**src/rtl/fp32_normalize_shifter.sv**
```systemverilog
// -----------------------------------------------------------------------------
// fp32_normalize_shifter
// Two-stage normalization shifter for the fp32 adder datapath. It takes the
// unnormalized significand plus the leading-1 position from the priority
// encoder and returns a significand with the MSB at bit 23 and the adjusted
// biased exponent. Results that would need an exponent at or below zero are
// handled at the underflow floor.
//
// Build option:
//   FP32_NORM_DENORM_EN  defined   -> gradual underflow (subnormal output)
//                        undefined -> flush-to-zero at the floor
//
// Ports:
//   clk, rst_n                    clock, async active-low reset
//   in_valid / in_ready           input handshake
//   in_significand[23:0]          unnormalized magnitude (bit 23 = hidden bit)
//   in_exponent[7:0]              biased exponent before normalization
//   in_sign                       sign, passed through
//   in_shift[4:0]                 leading-1 position (0 = bit 23 set)
//   out_valid / out_ready         output handshake
//   out_significand[23:0]         normalized / subnormal / zero significand
//   out_exponent[7:0]             adjusted biased exponent (0 if sub/zero)
//   out_sign                      registered sign
//   out_zero                      result is exactly zero
//   out_underflow                 requested shift hit the exponent floor
// -----------------------------------------------------------------------------
module fp32_normalize_shifter (
   input  logic        clk,
   input  logic        rst_n,
   input  logic        in_valid,
   output logic        in_ready,
   input  logic [23:0] in_significand,
   input  logic [7:0]  in_exponent,
   input  logic        in_sign,
   input  logic [4:0]  in_shift,
   output logic        out_valid,
   input  logic        out_ready,
   output logic [23:0] out_significand,
   output logic [7:0]  out_exponent,
   output logic        out_sign,
   output logic        out_zero,
   output logic        out_underflow
);

   // S1: raw significand plus decoded shift amount, final exponent and flags
   logic        s1_vld_q;
   logic [23:0] s1_sig_q;
   logic [4:0]  s1_shamt_q, s1_shamt_d;
   logic [7:0]  s1_exp_q, s1_exp_d;
   logic        s1_sign_q;
   logic        s1_zero_q, s1_zero_d;
   logic        s1_uf_q, s1_uf_d;

   // S2: shifted result, drives the outputs directly
   logic        s2_vld_q;
   logic [23:0] s2_sig_q, s2_sig_d;
   logic [7:0]  s2_exp_q;
   logic        s2_sign_q;
   logic        s2_zero_q;
   logic        s2_uf_q;

   logic        s2_can_accept;
   logic        sig_is_zero;
   logic        at_floor;

   assign s2_can_accept = !s2_vld_q || out_ready;
   assign in_ready      = !s1_vld_q || s2_can_accept;

   assign sig_is_zero = (in_significand == 24'd0);
   assign at_floor    = (in_exponent <= {3'b000, in_shift});

   // Decode effective shift, exponent and flags ahead of the S1 register so
   // S2 only has to do the barrel shift.
   always_comb begin
      s1_shamt_d = in_shift;
      s1_exp_d   = in_exponent - {3'b000, in_shift};
      s1_zero_d  = 1'b0;
      s1_uf_d    = 1'b0;
      if (sig_is_zero) begin
         s1_shamt_d = 5'd0;
         s1_exp_d   = 8'd0;
         s1_zero_d  = 1'b1;
      end else if (at_floor) begin
         s1_uf_d  = 1'b1;
         s1_exp_d = 8'd0;
`ifdef FP32_NORM_DENORM_EN
         // At the floor in_exponent <= in_shift <= 31, so the low 5 bits hold
         // the whole exponent and exponent-1 cannot wrap except at 0.
         if (in_exponent == 8'd0) s1_shamt_d = 5'd0;
         else                     s1_shamt_d = in_exponent[4:0] - 5'd1;
`else
         s1_shamt_d = 5'd0;
         s1_zero_d  = 1'b1;
`endif
      end
   end

   // Shift never exceeds the leading-1 position, so nothing set falls off the top.
   always_comb begin
      s2_sig_d = s1_zero_q ? 24'd0 : (s1_sig_q << s1_shamt_q);
   end

   always_ff @(posedge clk or negedge rst_n) begin
      if (!rst_n) begin
         s1_vld_q   <= 1'b0;
         s1_sig_q   <= 24'd0;
         s1_shamt_q <= 5'd0;
         s1_exp_q   <= 8'd0;
         s1_sign_q  <= 1'b0;
         s1_zero_q  <= 1'b0;
         s1_uf_q    <= 1'b0;
      end else begin
         if (in_ready) s1_vld_q <= in_valid;
         if (in_valid && in_ready) begin
            s1_sig_q   <= in_significand;
            s1_shamt_q <= s1_shamt_d;
            s1_exp_q   <= s1_exp_d;
            s1_sign_q  <= in_sign;
            s1_zero_q  <= s1_zero_d;
            s1_uf_q    <= s1_uf_d;
         end
      end
   end

   always_ff @(posedge clk or negedge rst_n) begin
      if (!rst_n) begin
         s2_vld_q  <= 1'b0;
         s2_sig_q  <= 24'd0;
         s2_exp_q  <= 8'd0;
         s2_sign_q <= 1'b0;
         s2_zero_q <= 1'b0;
         s2_uf_q   <= 1'b0;
      end else begin
         if (s2_can_accept) s2_vld_q <= s1_vld_q;
         if (s1_vld_q && s2_can_accept) begin
            s2_sig_q  <= s2_sig_d;
            s2_exp_q  <= s1_exp_q;
            s2_sign_q <= s1_sign_q;
            s2_zero_q <= s1_zero_q;
            s2_uf_q   <= s1_uf_q;
         end
      end
   end

   assign out_valid       = s2_vld_q;
   assign out_significand = s2_sig_q;
   assign out_exponent    = s2_exp_q;
   assign out_sign        = s2_sign_q;
   assign out_zero        = s2_zero_q;
   assign out_underflow   = s2_uf_q;

endmodule

```
**config.mk**
```make
export PLATFORM = sky130hd
export DESIGN_NAME = fp32_normalize_shifter
export DESIGN_NICKNAME = d
export VERILOG_FILES = /design/src/rtl/fp32_normalize_shifter.sv
export SDC_FILE = /design/constraint.sdc
export NUM_CORES = 1
export LEC_CHECK = 0
export ABC_AREA = 1
export CORE_MARGIN = 10
export CORE_UTILIZATION = 25
export CTS_CLUSTER_SIZE = 10
export DETAILED_ROUTE_END_ITERATION = 8
export PLACE_DENSITY = 0.53
export SLEW_MARGIN = 10
export SYNTH_ARGS = -nofsm -noshare
export SYNTH_HDL_FRONTEND = slang
export SYNTH_SLANG_ARGS = --single-unit
```
**constraint.sdc**
```tcl
create_clock -name clk -period 3.65 [get_ports clk]
set_input_delay 1.095 -clock clk [delete_from_list [all_inputs] [get_ports clk]]
set_output_delay 1.095 -clock clk [all_outputs]
set_load 0.005 [all_outputs]
```
==> metrics.md, run 1 <==
| Metric | Value |
|---|---|
| CP max stage delay | 520 ps |
| Largest vdd supply drop | 0.000225 V |
| Unique cell type count in the Yosys netlist | 25 |
| Vias | 4028 |
| CP most frequent cell | clkdlybuf4s50_1 |
| Register area | 1930 µm² |
| CTS tree | built |
| NumNets Final | 710 |
| Crit path capture type | primary output |
| Final Power | 3080 µW |
| Global route total overflow | 0 |
| Yosys reg bits | 77 |
| Cts bufs inserted | 9 |
| Buffers on Ports | 78 |
| Wire per inst | 14.4 µm |
| DRT Wirelength | 12800 µm |
| Clk slew on worst S/H paths | 50 ps |
| CTS H-Tree Depth | 3 |
| Outcome | finished clean |
| Fillers | 1851 |
| Worst endpoint data arrival time | 2220 ps |
| Routability Congestion | 0.843 |
| Synth Instances | 596 |
| RSZ-0062 raised after global routing | no |
| Uppermost layer routed | met4 |
| Final min period | 3310 ps |
| Fin Setup TNS | 0 ps |
| ANT nets after route | 0 |
| Fin crit share | 90.8% |
| FF-to-FF setup slack | 1410 ps |
| Routed wl met3 | 691 µm |
| Maximum fanout along the worst path | 3 |
| Hold EP | out_significand[20] |
| Final hold vios | 0 |
| Post_cts resized | 0 |
| Routed length on met1 | 6280 µm |
| Initial DRT Pass Iterations | 5 |
| FF-to-FF path depth | 7 |
| Vias in the first global route | 4076 |
| Syn nets | 644 |
| Reg-to-reg endpoint | out_significand[12] |
| Root Buffer | clkbuf_16 |
| Antenna violations before repair | 0 |
| HPWL after DPL | 9650 µm |
| Area of the multi-input gates | 2050 µm² |
| Hold WC Path Type | reg -> reg |
| Rel. slew slack | 44.6% |
| Crit-path cells | clkdlybuf4s50_1, inv_1, nand3_1, clkdlybuf4s50_1 |
| Avg Inst Size Synth | 7.21 µm² |
| CTS max path bufs | 2 |
| Number of vias per cell | 4.55 |
| I/O pin count | 79 |
| Leak Pwr | 0.00264 µW |
| Fmax | 302 MHz |
| WP data required | 2550 ps |
| Sequential fraction of the synthesis area | 44.9% |
| Synth-to-Final Area Change | 29.0% |
| Post-Syn Area | 4300 µm² |
| Hold Crit Depth | 2 |
| Count of final setup violators | 0 |
| First-pass GRT wire length | 21400 µm |
| Skew final | 8.55 ps |
| Slowest CP cell | clkdlybuf4s50_1 |
| Gr usage total | 11.7% |
| Worst R2R Start | s1_shamt_q[0] |
| HP Start | out_significand[20] |
| Fraction of layout cells with a size suffix above 1 | 5.41% |
| Worst-Skew Late Latency | 340 ps |
| Initial core utilization | 25.7% |
| Row cnt | 47 |
| Post-CTS setup buffer count | 0 |
| Post-CTS Hold Buffers | 0 |
| Setup Crit Path Kind | in -> out |
| # DRC | 0 |
| Iteration-0 DRC Markers | 243 |
| Syn. warnings | 0 |
| Post-Place Cells | 871 |
| Power density over the cells | 556 nW/µm² |
| Die W | 151 µm |
| Startpoint Class | input port |
| Slew of the pin with the lowest slew margin | 830 ps |
| # clock sinks | 77 |
| Area of the die | 22800 µm² |
| # diodes | 0 |
| Core footprint | 16700 µm² |
| Die height | 151 µm |
| Met2 WL | 5540 µm |
| Fin. max-slew vios | 0 |
| Largest net degree at the start of global routing | 44 |
| Non-Filler Instances | 886 |
| Max-cap violations | 0 |
## critical path: cells and delay by family
kind	cells	cell delay [ps]
AND/OR/NAND/NOR	1	100
buffers and inverters	3	1020
## layout make-up
class | instances | area share [%]
flip-flops and latches | 77 | 34.8
inverters | 46 | 3.12
clock buffers | 10 | 4.13
clock inverters | 5 | 1.08
well taps | 220 | 4.97
repair buffers | 84 | 14.9
multi-input cells | 444 | 37.1
## how the worst max path moves through the flow
stage                    from             to  slack (ps)  cells past startpoint
2_1_floorplan  in_exponent[0]  s1_shamt_q[3]        1190                     13
3_5_place_dp        out_ready       in_ready         330                      4
6_report            out_ready       in_ready         340                      4
5_1_grt             out_ready       in_ready         260                      4
4_1_cts             out_ready       in_ready         320                      4
3_3_place_gp        out_ready       in_ready         350                      4
## Yosys cell counts
cell / count / area share, %
nor3_1: 1 / 0.12
nand2_2: 5 / 0.73
fa_1: 1 / 0.47
o21ai_1: 2 / 0.23
dfrtp_1: 77 / 45
nand3_2: 1 / 0.23
nor2_4: 2 / 0.52
buf_6: 2 / 0.52
mux2_2: 2 / 0.52
nand2_1: 216 / 19
nor2_1: 16 / 1.4
ha_1: 5 / 1.5
xor2_1: 2 / 0.41
clkinv_1: 2 / 0.17
o211ai_1: 4 / 0.70
inv_1: 39 / 3.4
o21ai_0: 46 / 5.4
inv_2: 5 / 0.44
buf_2: 9 / 1.0
buf_4: 2 / 0.35
nand4_1: 6 / 0.87
clkbuf_1: 16 / 1.4
a21oi_1: 14 / 1.6
xnor2_1: 2 / 0.41
nand3_1: 119 / 14
## per-layer routing
| layer | GRT usage [%] | vias up |
|---|---|---|
| li1 | - | 2085 |
| met4 | 5.44 | 0 |
| met1 | 15.8 | 1828 |
| met3 | 2.98 | 15 |
| met2 | 17.1 | 100 |
| met5 | 0 | - |
## state kept, by name (all words and copies together), names as in the netlist
signal	count
s1_zero_q	1
out_underflow	1
out_significand	24
s1_uf_q	1
out_zero	1
out_exponent	8
s1_vld_q	1
out_valid	1
s1_exp_q	8
s1_sign_q	1
out_sign	1
s1_shamt_q	5
s1_sig_q	24
## through the flow
stage | setup slack [ps] | utilization, % | hold WS, ps | cell area [µm²]
6_report | 336 | 33.2 | 479 | 5540
5_1_grt | 265 | 33.2 | 513 | 5540
4_1_cts | 320 | 33.2 | 484 | 5540
3_5_place_dp | 329 | 31.4 | 468 | 5250
3_3_place_gp | 346 | 31.4 | 464 | 5250
2_1_floorplan | 1190 | - | 445 | 4300
## kinds of logic (layout without fill, tap and decap cells)
group	after synthesis	after routing	synth area share (%)
adders and majority gates	6	6	1.92
and+or+nand+nor	366	366	36.6
muxes	2	2	0.524
buffers and inverters	75	145	7.34
AOI/OAI and AO/OA	66	66	7.92
xor gates and xnor gates	4	4	0.816
DFF	77	77	44.9
## cells in the final DEF, fill, tap and decap left out
| cell | n |
|---|---|
| a21oi_1 | 14 |
| buf_4 | 7 |
| bufinv_16 | 1 |
| clkbuf_1 | 1 |
| clkbuf_16 | 9 |
| clkdlybuf4s50_1 | 77 |
| clkinv_1 | 2 |
| clkinv_2 | 1 |
| clkinv_4 | 1 |
| clkinvlp_4 | 1 |
| dfrtp_1 | 77 |
| fa_1 | 1 |
| ha_1 | 5 |
| inv_1 | 39 |
| inv_2 | 5 |
| inv_6 | 1 |
| mux2_2 | 2 |
| nand2_1 | 216 |
| nand2_2 | 5 |
| nand3_1 | 119 |
| nand3_2 | 1 |
| nand4_1 | 6 |
| nor2_1 | 16 |
| nor2_4 | 2 |
| nor3_1 | 1 |
| o211ai_1 | 4 |
| o21ai_0 | 46 |
| o21ai_1 | 2 |
| xnor2_1 | 2 |
| xor2_1 | 2 |
## power by group
group | internal [µW] | switching [µW]
Combinational | 459 | 539
Clock | 528 | 360
Sequential | 1040 | 153
Power figures use the tool's default switching activity.
==> run 2: changes to the inputs <==
--- a/config.mk
+++ b/config.mk
@@ -6,6 +6,7 @@
 export NUM_CORES = 1
 export LEC_CHECK = 0
 export ABC_AREA = 1
+export CAP_MARGIN = 10
 export CORE_MARGIN = 10
 export CORE_UTILIZATION = 25
 export CTS_CLUSTER_SIZE = 10
@@ -15,3 +16,4 @@
 export SYNTH_ARGS = -nofsm -noshare
 export SYNTH_HDL_FRONTEND = slang
 export SYNTH_SLANG_ARGS = --single-unit
+export TNS_END_PERCENT = 20
==> results of run 2 <==
Final layout, timing and power as in run 1 (identical DEF).
